--- config.mk ---
export PLATFORM = sky130hd
export DESIGN_NAME = div_seq_ctrl_flat
export DESIGN_NICKNAME = d
export VERILOG_FILES = /design/src/rtl/div_seq_ctrl_pkg.sv /design/src/rtl/div_seq_ctrl_if.sv /design/src/rtl/div_seq_ctrl_div_step.sv /design/src/rtl/div_seq_ctrl.sv /design/src/flat_wrapper.sv
export SDC_FILE = /design/constraint.sdc
export NUM_CORES = 1
export LEC_CHECK = 0
export BUFFER_PORTS_ARGS = -buffer_cell sky130_fd_sc_hd__buf_2
export CELL_PAD_IN_SITES_DETAIL_PLACEMENT = 0
export CELL_PAD_IN_SITES_GLOBAL_PLACEMENT = 1
export CORE_MARGIN = 2
export CORE_UTILIZATION = 45
export CTS_CLUSTER_DIAMETER = 120
export DETAILED_ROUTE_END_ITERATION = 16
export PLACE_DENSITY = 0.78
export SETUP_SLACK_MARGIN = 0.4
export SYNTH_ARGS = -nofsm -noshare
export SYNTH_HDL_FRONTEND = slang
export SYNTH_SLANG_ARGS = --single-unit
--- constraint.sdc ---
create_clock -name clk_i -period 12.75 [get_ports clk_i]
set_input_delay 0.6375 -clock clk_i [delete_from_list [all_inputs] [get_ports clk_i]]
set_output_delay 0.6375 -clock clk_i [all_outputs]
set_load 0.05 [all_outputs]
--- src/rtl/div_seq_ctrl_pkg.sv ---
// div_seq_ctrl_pkg: op encodings, FSM states and XLEN-derived constants for the divide sequencer.
package div_seq_ctrl_pkg;
  localparam int DIV_XLEN = 32;
  localparam logic [DIV_XLEN-1:0] MOST_NEG = {1'b1, {(DIV_XLEN-1){1'b0}}};
  localparam logic [DIV_XLEN-1:0] ALL_ONES = {DIV_XLEN{1'b1}};
  typedef enum logic [1:0] {
    DIV_OP_DIV  = 2'b00,
    DIV_OP_DIVU = 2'b01,
    DIV_OP_REM  = 2'b10,
    DIV_OP_REMU = 2'b11
  } div_op_e;
  typedef enum logic [1:0] {IDLE, CALC, DONE} div_state_e;
endpackage

--- src/rtl/div_seq_ctrl_if.sv ---
// div_seq_ctrl_if: request/response handshake bundle between EX and the divide sequencer.
interface div_seq_ctrl_if
  import div_seq_ctrl_pkg::*;
#(
  parameter int XLEN = DIV_XLEN
);
  logic            req_valid_i;
  logic            req_ready_o;
  logic [1:0]      op_i;
  logic [XLEN-1:0] rs1_i;
  logic [XLEN-1:0] rs2_i;
  logic            resp_valid_o;
  logic            resp_ready_i;
  logic [XLEN-1:0] result_o;
  logic            busy_o;
  modport master (
    output req_valid_i, op_i, rs1_i, rs2_i, resp_ready_i,
    input  req_ready_o, resp_valid_o, result_o, busy_o
  );
  modport slave (
    input  req_valid_i, op_i, rs1_i, rs2_i, resp_ready_i,
    output req_ready_o, resp_valid_o, result_o, busy_o
  );
endinterface

--- src/rtl/div_seq_ctrl_div_step.sv ---
// div_step: one radix-2 restoring iteration -- shift {rem,quo} left, trial-subtract divisor.
module div_step #(
  parameter int XLEN = 32
) (
  input  logic [XLEN:0]   rem_i,
  input  logic [XLEN-1:0] quo_i,
  input  logic [XLEN-1:0] dvs_i,
  output logic [XLEN:0]   rem_o,
  output logic [XLEN-1:0] quo_o
);
  logic [2*XLEN:0] sh;
  logic [XLEN:0]   diff;
  assign sh    = {rem_i, quo_i} << 1;
  assign diff  = sh[2*XLEN:XLEN] - {1'b0, dvs_i};
  assign rem_o = diff[XLEN] ? sh[2*XLEN:XLEN] : diff;
  assign quo_o = sh[XLEN-1:0] | {{(XLEN-1){1'b0}}, ~diff[XLEN]};
endmodule

--- src/rtl/div_seq_ctrl.sv ---
// div_seq_ctrl: multi-cycle DIV/DIVU/REM/REMU sequencer (radix-2 restoring, RISC-V corner cases).
// Define DIV_REM_FUSE_EN to answer a complementary DIV<->REM request from the last computed pair.
module div_seq_ctrl
  import div_seq_ctrl_pkg::*;
#(
  parameter int XLEN  = DIV_XLEN,
  parameter int CNT_W = $clog2(XLEN)
) (
  input logic           clk_i,
  input logic           rst_n_i,
  input logic           flush_i,
  div_seq_ctrl_if.slave bus
);
  div_state_e      state_q, state_d;
  logic [1:0]      op_q, op_d;
  logic            s1_q, s1_d, s2_q, s2_d;
  logic [XLEN:0]   rem_q, rem_d, rem_n;
  logic [XLEN-1:0] quo_q, quo_d, quo_n, dvs_q, dvs_d, res_q, res_d;
  logic [CNT_W-1:0] cnt_q, cnt_d;
  logic            sgn, ovf, dz, acc, fin, hit;
  logic [XLEN-1:0] q_fix, r_fix, hit_val;
  assign sgn   = ~bus.op_i[0];
  assign dz    = bus.rs2_i == '0;
  assign ovf   = sgn && bus.rs1_i == MOST_NEG && bus.rs2_i == ALL_ONES;
  assign acc   = bus.req_valid_i && bus.req_ready_o;
  assign fin   = state_q == CALC && cnt_q == '0 && !flush_i;
  // Sign fix-up applied to the values coming out of the final iteration
  assign q_fix = (s1_q ^ s2_q) ? -quo_n : quo_n;
  assign r_fix = s1_q ? -rem_n[XLEN-1:0] : rem_n[XLEN-1:0];
  assign bus.req_ready_o  = state_q == IDLE && !flush_i;
  assign bus.resp_valid_o = state_q == DONE;
  assign bus.busy_o       = state_q != IDLE;
  assign bus.result_o     = res_q;
  div_step #(.XLEN(XLEN)) u_step (
    .rem_i(rem_q),
    .quo_i(quo_q),
    .dvs_i(dvs_q),
    .rem_o(rem_n),
    .quo_o(quo_n)
  );
`ifdef DIV_REM_FUSE_EN
  logic            fv_q, fv_d, fsgn_q, fsgn_d, frem_q, frem_d;
  logic [XLEN-1:0] fa_q, fa_d, fb_q, fb_d, fquo_q, fquo_d, frv_q, frv_d;
  assign hit     = fv_q && fsgn_q == sgn && fa_q == bus.rs1_i && fb_q == bus.rs2_i && frem_q != bus.op_i[1];
  assign hit_val = bus.op_i[1] ? frv_q : fquo_q;
  // Entry is invalidated while a new CALC op runs and becomes valid when it completes
  always_comb begin
    fv_d   = fv_q;
    fsgn_d = fsgn_q;
    frem_d = frem_q;
    fa_d   = fa_q;
    fb_d   = fb_q;
    fquo_d = fquo_q;
    frv_d  = frv_q;
    if (flush_i) fv_d = 1'b0;
    else if (acc && !dz && !ovf && !hit) begin
      fv_d   = 1'b0;
      fsgn_d = sgn;
      fa_d   = bus.rs1_i;
      fb_d   = bus.rs2_i;
    end else if (fin) begin
      fv_d   = 1'b1;
      frem_d = op_q[1];
      fquo_d = q_fix;
      frv_d  = r_fix;
    end
  end
  always_ff @(posedge clk_i or negedge rst_n_i) begin
    if (!rst_n_i) begin
      fv_q   <= 1'b0;
      fsgn_q <= 1'b0;
      frem_q <= 1'b0;
      fa_q   <= '0;
      fb_q   <= '0;
      fquo_q <= '0;
      frv_q  <= '0;
    end else begin
      fv_q   <= fv_d;
      fsgn_q <= fsgn_d;
      frem_q <= frem_d;
      fa_q   <= fa_d;
      fb_q   <= fb_d;
      fquo_q <= fquo_d;
      frv_q  <= frv_d;
    end
  end
`else
  assign hit     = 1'b0;
  assign hit_val = '0;
`endif
  always_comb begin
    state_d = state_q;
    op_d    = op_q;
    s1_d    = s1_q;
    s2_d    = s2_q;
    rem_d   = rem_q;
    quo_d   = quo_q;
    dvs_d   = dvs_q;
    cnt_d   = cnt_q;
    res_d   = res_q;
    if (flush_i) state_d = IDLE;
    else if (state_q == IDLE) begin
      if (bus.req_valid_i) begin
        op_d    = bus.op_i;
        s1_d    = sgn & bus.rs1_i[XLEN-1];
        s2_d    = sgn & bus.rs2_i[XLEN-1];
        quo_d   = s1_d ? -bus.rs1_i : bus.rs1_i;
        dvs_d   = s2_d ? -bus.rs2_i : bus.rs2_i;
        rem_d   = '0;
        cnt_d   = CNT_W'(XLEN - 1);
        state_d = (dz || ovf || hit) ? DONE : CALC;
        res_d   = dz ? (bus.op_i[1] ? bus.rs1_i : ALL_ONES) :
                  ovf ? (bus.op_i[1] ? '0 : MOST_NEG) :
                  hit ? hit_val : res_q;
      end
    end else if (state_q == CALC) begin
      rem_d = rem_n;
      quo_d = quo_n;
      cnt_d = cnt_q - 1'b1;
      if (cnt_q == '0) begin
        res_d   = op_q[1] ? r_fix : q_fix;
        state_d = DONE;
      end
    end else if (bus.resp_ready_i) state_d = IDLE;
  end
  always_ff @(posedge clk_i or negedge rst_n_i) begin
    if (!rst_n_i) begin
      state_q <= IDLE;
      op_q    <= '0;
      s1_q    <= 1'b0;
      s2_q    <= 1'b0;
      rem_q   <= '0;
      quo_q   <= '0;
      dvs_q   <= '0;
      cnt_q   <= '0;
      res_q   <= '0;
    end else begin
      state_q <= state_d;
      op_q    <= op_d;
      s1_q    <= s1_d;
      s2_q    <= s2_d;
      rem_q   <= rem_d;
      quo_q   <= quo_d;
      dvs_q   <= dvs_d;
      cnt_q   <= cnt_d;
      res_q   <= res_d;
    end
  end
endmodule

--- src/flat_wrapper.sv ---
// flat-port wrapper written by rule: the top's interface ports become plain ports
module div_seq_ctrl_flat import div_seq_ctrl_pkg::*;
#(
  parameter int XLEN  = DIV_XLEN,
  parameter int CNT_W = $clog2(XLEN)
)
  (clk_i, rst_n_i, flush_i, bus_req_valid_i, bus_op_i, bus_rs1_i, bus_rs2_i, bus_resp_ready_i, bus_req_ready_o, bus_resp_valid_o, bus_result_o, bus_busy_o);
  div_seq_ctrl_if #(.XLEN(XLEN)) bus_i ();
  input logic clk_i;
  input logic rst_n_i;
  input logic flush_i;
  input wire logic [$bits(bus_i.req_valid_i)-1:0] bus_req_valid_i;
  input wire logic [$bits(bus_i.op_i)-1:0] bus_op_i;
  input wire logic [$bits(bus_i.rs1_i)-1:0] bus_rs1_i;
  input wire logic [$bits(bus_i.rs2_i)-1:0] bus_rs2_i;
  input wire logic [$bits(bus_i.resp_ready_i)-1:0] bus_resp_ready_i;
  output wire logic [$bits(bus_i.req_ready_o)-1:0] bus_req_ready_o;
  output wire logic [$bits(bus_i.resp_valid_o)-1:0] bus_resp_valid_o;
  output wire logic [$bits(bus_i.result_o)-1:0] bus_result_o;
  output wire logic [$bits(bus_i.busy_o)-1:0] bus_busy_o;
  assign bus_i.req_valid_i = bus_req_valid_i;
  assign bus_i.op_i = bus_op_i;
  assign bus_i.rs1_i = bus_rs1_i;
  assign bus_i.rs2_i = bus_rs2_i;
  assign bus_i.resp_ready_i = bus_resp_ready_i;
  assign bus_req_ready_o = bus_i.req_ready_o;
  assign bus_resp_valid_o = bus_i.resp_valid_o;
  assign bus_result_o = bus_i.result_o;
  assign bus_busy_o = bus_i.busy_o;
  div_seq_ctrl #(.XLEN(XLEN), .CNT_W(CNT_W)) u_core (.clk_i(clk_i), .rst_n_i(rst_n_i), .flush_i(flush_i), .bus(bus_i));
endmodule
==> results of run 1 <==
[area by class of cell]
type | instances | share of cell area, %
repair buffers | 121 | 5.007
multi-input cells | 1201 | 58.84
well taps | 335 | 3.220
flip-flops and latches | 138 | 26.53
inverters | 66 | 1.903
clock inverters | 13 | 1.105
clock buffers | 19 | 3.402
[flip-flops by register name, indices dropped and copies added (netlist names)]
name and cells:
u_core.bus.result_o 32, u_core.s1_q 1, u_core.state_q 2, u_core.dvs_q 32, u_core.s2_q 1, u_core.cnt_q 5, u_core.quo_q 32, u_core.rem_q 32
u_core.op_q 1
[per-layer routing]
| metal | routed length (um) | vias up | global-route usage [%] |
|---|---|---|---|
| li1 | - | 5568 | - |
| met2 | 18520 | 333 | 46.17 |
| met5 | 0 | - | 0 |
| met3 | 1888 | 53 | 4.290 |
| met4 | 871 | 0 | 7.486 |
| met1 | 17400 | 5634 | 37.96 |
[placed cells by master (no fill, tap or decap), types with 34 or more instances in the layout]
master	netlist	layout
sky130_fd_sc_hd__inv_1	65	65
sky130_fd_sc_hd__dfrtp_1	138	138
sky130_fd_sc_hd__buf_2	1	104
sky130_fd_sc_hd__xor2_1	52	52
sky130_fd_sc_hd__nor3_1	41	41
sky130_fd_sc_hd__nor2_1	107	107
sky130_fd_sc_hd__xnor2_1	73	73
sky130_fd_sc_hd__ha_1	39	39
sky130_fd_sc_hd__a22oi_1	34	34
sky130_fd_sc_hd__o21ai_0	193	192
sky130_fd_sc_hd__a21oi_1	96	96
sky130_fd_sc_hd__nand2_1	161	160
[worst paths after layout]
| path | cells past startpoint | from | end |
|---|---|---|---|
| setup / recovery | 17 | u_core.rem_q[15] | u_core.bus.result_o[30] |
| hold / removal | 1 | rst_n_i | u_core.dvs_q[27] |
| setup reg to reg | 17 | u_core.rem_q[15] | u_core.bus.result_o[30] |
| hold reg to reg | 2 | u_core.dvs_q[18] | u_core.dvs_q[18] |
| max in group asynchronous | 2 | rst_n_i | u_core.rem_q[21] |
| min in group clk_i | 2 | flush_i | u_core.state_q[0] |
[power by group]
part	internal [mW]	switching (mW)	total, mW
Sequential	0.534	0.126	0.660
Clock	0.295	0.217	0.511
Combinational	0.774	1.37	2.15
[worst max-delay path: cells and delay by family, from the launching register on]
family                     cells  cell delay (ns)
AOI/OAI and AO/OA              6             2.17
and+or+nand+nor                8             1.84
adders and majority gates      2             0.75
buffers and inverters          1             0.44
DFF                            1             0.42
[cell families (layout without fill, tap and decap cells)]
logic type      Yosys count  count (layout)  synth area share, %
buf+inv                 149             219                5.739
xor+xnor                125             125                9.299
simple gates            483             483                20.34
mux                      35              35                3.082
compound gates          518             518                27.90
fa+ha+maj                40              40                4.315
flops                   138             138                29.33
[per-stage QoR]
step	setup WS (ns)	instance area, um^2
2_1_floorplan	7.702	11770
3_3_place_gp	7.301	12430
3_5_place_dp	7.143	12430
4_1_cts	7.130	13020
5_1_grt	6.577	13020
6_report	6.966	13020
==> flow_summary.rst, run 1 <==
.. list-table::
   :header-rows: 1

   * - Metric
     - Value
   * - Number of library cell types mapped by synthesis
     - 96
   * - Number of storage elements in the synthesis netlist
     - 138
   * - Number of vias per cell
     - 6.122
   * - Synthesized instance count
     - 1488
   * - Total count of hold-check failures in the final report
     - 0
   * - Cell accounting for the most synthesized area
     - sky130_fd_sc_hd__dfrtp_1
   * - Global-route wire length before repair
     - 61630 um
   * - Clock sink count
     - 138
   * - Number of buffers inserted by port buffering
     - 105
   * - Number of setup violations in the final report
     - 0
   * - Drt drc
     - 0
   * - Placer congestion estimate
     - 0.9147
   * - Overflow after GRT
     - 0
   * - Type of destination of the critical path
     - flip-flop
   * - Placed Cells
     - 1861
   * - Syn avg cell area
     - 7.912 um^2
   * - Total standard cell area after synthesis
     - 11770 um^2
   * - Post-route core utilization
     - 50.39%
   * - Rows
     - 59
   * - Antenna cells
     - 0
   * - CP arrival
     - 6.09 ns
   * - Worst IR Drop VDD
     - 128.5 uV
   * - Cell with the biggest individual delay on the critical path
     - sky130_fd_sc_hd__a222oi_1
   * - Layout overhead on the synthesized area
     - 10.57%
   * - Critical Path Source Type
     - flip-flop
   * - Cell repeated most along the worst path
     - sky130_fd_sc_hd__ha_1
   * - Drt pass-1 iters
     - 7
   * - Buffer levels on the longest clock path
     - 2
   * - Register area share after synthesis
     - 29.33%
   * - Rel. slew slack
     - 20.99%
   * - WHS
     - 0.2378 ns
   * - Fraction of post-synthesis cell area in the top cell type by area
     - 29.33%
   * - Detail Route Antenna Nets
     - 0
   * - Initial antenna violation count
     - 0
   * - Main area contributors after synthesis
     - sky130_fd_sc_hd__dfrtp_1 29%, sky130_fd_sc_hd__o21ai_0 8.2%, sky130_fd_sc_hd__xnor2_1 5.4%, sky130_fd_sc_hd__nand2_1 5.1%, sky130_fd_sc_hd__ha_1 4.1%
   * - Worst-case register-to-register setup slack
     - 6.97 ns
   * - Filler cells
     - 2573
   * - Synth warn
     - 0
   * - Number of buffers inserted to repair setup after CTS
     - 0
   * - Detailed-route via count
     - 11588
   * - Clock Skews
     - 0.01808 ns
   * - Slew at the pin closest to its max-slew limit
     - 1.185 ns
   * - Max-cap violations
     - 0
   * - Number of flops mapped to enable cells by yosys
     - 0
   * - Post-Syn Nets
     - 1599
   * - Area occupied by multi-input gates
     - 7660 um^2
   * - Maximum number of pins on one net before global-route repair
     - 72
   * - Most frequent cells after synthesis
     - 193 x sky130_fd_sc_hd__o21ai_0, 161 x sky130_fd_sc_hd__nand2_1, 138 x sky130_fd_sc_hd__dfrtp_1
   * - Max Fanout on Critical Path
     - 29
   * - I/O pin count
     - 106
   * - Combined global-route utilization of all metal layers
     - 27.83%
   * - Worst stage delay on the critical path
     - 0.98 ns
   * - Min cycle time layout
     - 5.784 ns
   * - Final cell count without fillers
     - 1893
   * - Top achievable clock speed
     - 172.9 MHz
   * - Clock latency reported for the late side of the worst-skew pair
     - 0.44 ns
   * - Deepest level of the CTS H-tree
     - 4
   * - Clock transition at the register clock pins on the worst setup and hold paths after CTS
     - 0.06 ns
   * - Number of slew-limit violations in the final report
     - 0
   * - Area of the core
     - 25840 um^2
   * - Total of cells resized after clock tree synthesis
     - 0
   * - Pleak
     - 5.504 nW
   * - Cts bufs inserted
     - 17
   * - HP Class
     - in -> async
   * - Buffer cell driving the clock tree root
     - sky130_fd_sc_hd__clkbuf_16
   * - Setup repair after global routing missed its margin
     - false
   * - Initial core utilization
     - 45.57%
   * - Required time of the critical path
     - 13.05 ns
   * - PD cells
     - 254.9 nW/um^2
   * - Synth async-reset ratio
     - 100.0%
   * - Start-to-end type of the worst setup path
     - reg -> reg
   * - Share of layout cells above drive strength 1
     - 12.52%
   * - Final cycle utilization of the critical path
     - 45.37%
   * - Average wire length per cell after detail routing
     - 20.43 um
   * - Die area
     - 27470 um^2
   * - Number of global-route vias before repair
     - 11062
   * - Total wire length
     - 38680 um
   * - Flip-flop and latch area
     - 3453 um^2
   * - Final layout net count
     - 1656
   * - Die Span X
     - 165.8 um
   * - Violation count after the first detailed-routing iteration
     - 983
   * - Library cell with the highest instance count after synthesis
     - sky130_fd_sc_hd__o21ai_0
   * - Run status
     - completed
   * - Die Y
     - 165.8 um
   * - Detailed placement HPWL
     - 29080 um
   * - Setup Total Neg Slack
     - 0 ns
   * - Overall power
     - 3.319 mW
   * - Main synth FF type
     - sky130_fd_sc_hd__dfrtp_1
   * - Post-cts hold buffer count
     - 0
   * - CTS tree
     - yes
   * - Cell-by-cell trace of the critical path
     - ha_1, nand4_2, or4_4, or3_4, o32ai_4, a21o_2, nor2_4, inv_2, nor2_1, a21oi_1, ha_1, o211ai_1, a222oi_1, nand3_1, nor4_1, o2111a_1, nor3_1
Note: power is estimated with default switching activity, not from simulation.
==> run 2, diff against run 1 <==
==> constraint.sdc (replaced) <==
create_clock -name clk_i -period 6 [get_ports clk_i]
set_input_delay 0.3 -clock clk_i [delete_from_list [all_inputs] [get_ports clk_i]]
set_output_delay 0.3 -clock clk_i [all_outputs]
set_load 0.05 [all_outputs]
==> run 2 against run 1 <==
  * The run now ends with hold timing left
  * Flip-flop and latch count did not move
  * Critical path type unchanged
  * Power rose by 110%
  * Critical path depth rose by 1
  * Non-clock buffer count rose by 4
  * Clock-buffer cell count fell by 1
  * Sequential share of layout area fell by 0.056 points
  * Die area did not move
  * Largest cell class unchanged
  * Final cell count rose by 0.21%
  * Sequential power rose by 110%
  * Combinational power rose by 110%
  * Routed wire length fell by 1.7%
  * Maximum frequency rose by 11%
==> flow_summary.rst, run 2 (synthesis gave the netlist of run 1 again) <==
.. list-table::
   :header-rows: 1

   * - Metric
     - Value
   * - Run status
     - finished, violations left
   * - Violations in the final reports
     - hold timing
   * - Initial core utilization
     - 45.57%
   * - Area occupied by multi-input gates
     - 7666 um^2
   * - Detail Route Antenna Nets
     - 0
   * - Buffer levels on the longest clock path
     - 2
   * - Detailed-route via count
     - 11435
   * - Start-to-end type of the worst setup path
     - reg -> reg
   * - PD cells
     - 538.3 nW/um^2
   * - Cell-internal power
     - 3.416 mW
   * - Area of the core
     - 25840 um^2
   * - CTS tree
     - yes
   * - Sequential power share
     - 19.9%
   * - Setup repair after global routing missed its margin
     - false
   * - Max-cap violations
     - 0
   * - Total count of hold-check failures in the final report
     - 19
   * - Maximum number of pins on one net before global-route repair
     - 99
   * - Drt pass-1 iters
     - 5
   * - Violation count after the first detailed-routing iteration
     - 1064
   * - Cell with the biggest individual delay on the critical path
     - sky130_fd_sc_hd__or4_4
   * - Type of destination of the critical path
     - flip-flop
   * - Top achievable clock speed
     - 191.2 MHz
   * - Number of global-route vias before repair
     - 10714
   * - Reg2reg path depth
     - 18
   * - Rows
     - 59
   * - Combined global-route utilization of all metal layers
     - 27.33%
   * - Detailed placement HPWL
     - 28970 um
   * - Pleak
     - 5.516 nW
   * - Fin area
     - 13050 um^2
   * - Most frequent cells in the layout
     - 192 x sky130_fd_sc_hd__o21ai_0, 160 x sky130_fd_sc_hd__nand2_1, 138 x sky130_fd_sc_hd__dfrtp_1
   * - Cell-by-cell trace of the critical path
     - ha_1, nand4_2, or4_4, or3_4, o32ai_4, a21o_2, nor2_4, clkinv_2, ha_1, nand2b_1, or3_1, nand2b_1, nor3b_2, nor2_1, xor2_1, o221ai_1, o21ai_0, a211o_1
   * - Switching power
     - 3.607 mW
   * - Clock Skews
     - 0.01215 ns
   * - Die Y
     - 165.8 um
   * - Worst IR Drop VDD
     - 333.3 uV
   * - Initial antenna violation count
     - 0
   * - Overflow after GRT
     - 0
   * - Average wire length per cell after detail routing
     - 20.04 um
   * - Overall power
     - 7.023 mW
   * - Sw frac
     - 51.35%
   * - Met2 layer wire length in the routed design
     - 17660 um
   * - Die Span X
     - 165.8 um
   * - Clock transition at the register clock pins on the worst setup and hold paths after CTS
     - 0.07 ns
   * - Clock latency reported for the late side of the worst-skew pair
     - 0.43 ns
   * - Share of layout cells above drive strength 1
     - 12.87%
   * - Critical Path Source Type
     - flip-flop
   * - Final layout net count
     - 1660
   * - Filler cells
     - 2621
   * - Min cycle time layout
     - 5.230 ns
   * - Total wire length
     - 38020 um
   * - Placer congestion estimate
     - 0.9066
   * - WL met1
     - 17540 um
   * - Cell Area, Placed
     - 12450 um^2
   * - Deepest level of the CTS H-tree
     - 4
   * - Number of buffers inserted by port buffering
     - 105
   * - Uppermost metal layer occupied by signal nets
     - met4
   * - Buffer cell driving the clock tree root
     - sky130_fd_sc_hd__clkbuf_16
   * - Number of setup violations in the final report
     - 0
   * - Slew at the pin closest to its max-slew limit
     - 1.201 ns
   * - Global-route wire length before repair
     - 60060 um
   * - Gate family responsible for the most delay along the worst path
     - simple AND/OR/NAND/NOR gates
   * - Drt drc
     - 0
   * - Antenna cells
     - 0
   * - Final cycle utilization of the critical path
     - 87.17%
   * - Cts bufs inserted
     - 17
   * - Number of vias per cell
     - 6.028
   * - HP Class
     - in -> async
   * - Die area
     - 27470 um^2
   * - Required time of the critical path
     - 6.31 ns
   * - Comb pwr share
     - 65.0%
   * - WHS
     - -0.007624 ns
   * - Leading cell type in the layout, fill and taps excluded
     - sky130_fd_sc_hd__o21ai_0
   * - Clk pwr share
     - 15.1%
   * - Rel. slew slack
     - 19.79%
   * - Worst stage delay on the critical path
     - 0.56 ns
   * - Max Fanout on Critical Path
     - 16
   * - Layout overhead on the synthesized area
     - 10.81%
   * - I/O pin count
     - 106
   * - CP arrival
     - 5.54 ns
   * - Flip-flop and latch area
     - 3453 um^2
   * - Clock sink count
     - 138
   * - WL met3
     - 1796 um
   * - Stages on the worst setup path
     - 18
   * - Setup Total Neg Slack
     - 0 ns
   * - Number of slew-limit violations in the final report
     - 0
   * - Buffers & Inverters on Critical Path
     - 1
==> run 2: power by group through the flow <==
stage	registers (mW)	logic (mW)	clock network, mW
6_report	1.40	4.56	1.06
3_5_place_dp	1.41	4.47	0
4_1_cts	1.40	4.49	1.08
2_1_floorplan	1.33	3.49	0
5_1_grt	1.43	5.03	1.11
3_3_place_gp	1.41	4.47	0
==> run 2: final timing paths <==
path | startpoint | to | slack, ns
worst max-delay path | u_core.rem_q[15] | u_core.bus.result_o[26] | 0.77
worst min-delay path | rst_n_i | u_core.dvs_q[24] | -0.008
worst max register to register | u_core.rem_q[15] | u_core.bus.result_o[26] | 0.77
worst min register to register | u_core.dvs_q[27] | u_core.dvs_q[27] | 0.48
max in group asynchronous | rst_n_i | u_core.rem_q[10] | 4.79
min in group clk_i | flush_i | u_core.state_q[0] | 0.07
==> run 2: area by class of cell <==
cell class | count | area share, %
clock buffer | 18 | 3.366
clock inverter | 14 | 1.055
inverter | 66 | 1.909
multi-input combinational | 1201 | 58.76
sequential | 138 | 26.47
tap | 335 | 3.213
timing repair buffer | 125 | 5.227
==> run 2: per-stage QoR <==
stage	util [%]	setup slack (ns)	hold WS [ns]	cells
3_5_place_dp	48.17	0.5137	0.4697	1863
3_3_place_gp	48.17	0.6068	0.4625	1863
2_1_floorplan	-	0.9517	0.004409	1488
6_report	50.49	0.7700	-0.007624	1897
5_1_grt	50.49	0.4577	0.07043	1897
4_1_cts	50.40	0.4976	0.03230	1895
==> run 2: timing repair <==
action,in CTS,in global routing
hold buffers,0,0
buffers inserted,0,2
gates resized for setup,0,3
setup endpoints to repair,0,4
==> run 2: per-layer routing <==
layer  GRT usage (%)  vias to the layer above
met2           43.68                      290
met5               0                        -
met4           8.091                        0
li1                -                     5587
met1           38.55                     5516
met3           3.932                       42
==> run 2: worst reg2reg max path, cell delays in order (launching register included) <==
cell and delay [ns]:
sky130_fd_sc_hd__dfrtp_1 0.44, sky130_fd_sc_hd__ha_1 0.46, sky130_fd_sc_hd__nand4_2 0.19, sky130_fd_sc_hd__or4_4 0.56, sky130_fd_sc_hd__or3_4 0.42, sky130_fd_sc_hd__o32ai_4 0.19
sky130_fd_sc_hd__a21o_2 0.37, sky130_fd_sc_hd__nor2_4 0.07, sky130_fd_sc_hd__clkinv_2 0.21, sky130_fd_sc_hd__ha_1 0.23, sky130_fd_sc_hd__nand2b_1 0.15, sky130_fd_sc_hd__or3_1 0.43
sky130_fd_sc_hd__nand2b_1 0.24, sky130_fd_sc_hd__nor3b_2 0.28, sky130_fd_sc_hd__nor2_1 0.08, sky130_fd_sc_hd__xor2_1 0.14, sky130_fd_sc_hd__o221ai_1 0.24, sky130_fd_sc_hd__o21ai_0 0.13
sky130_fd_sc_hd__a211o_1 0.29
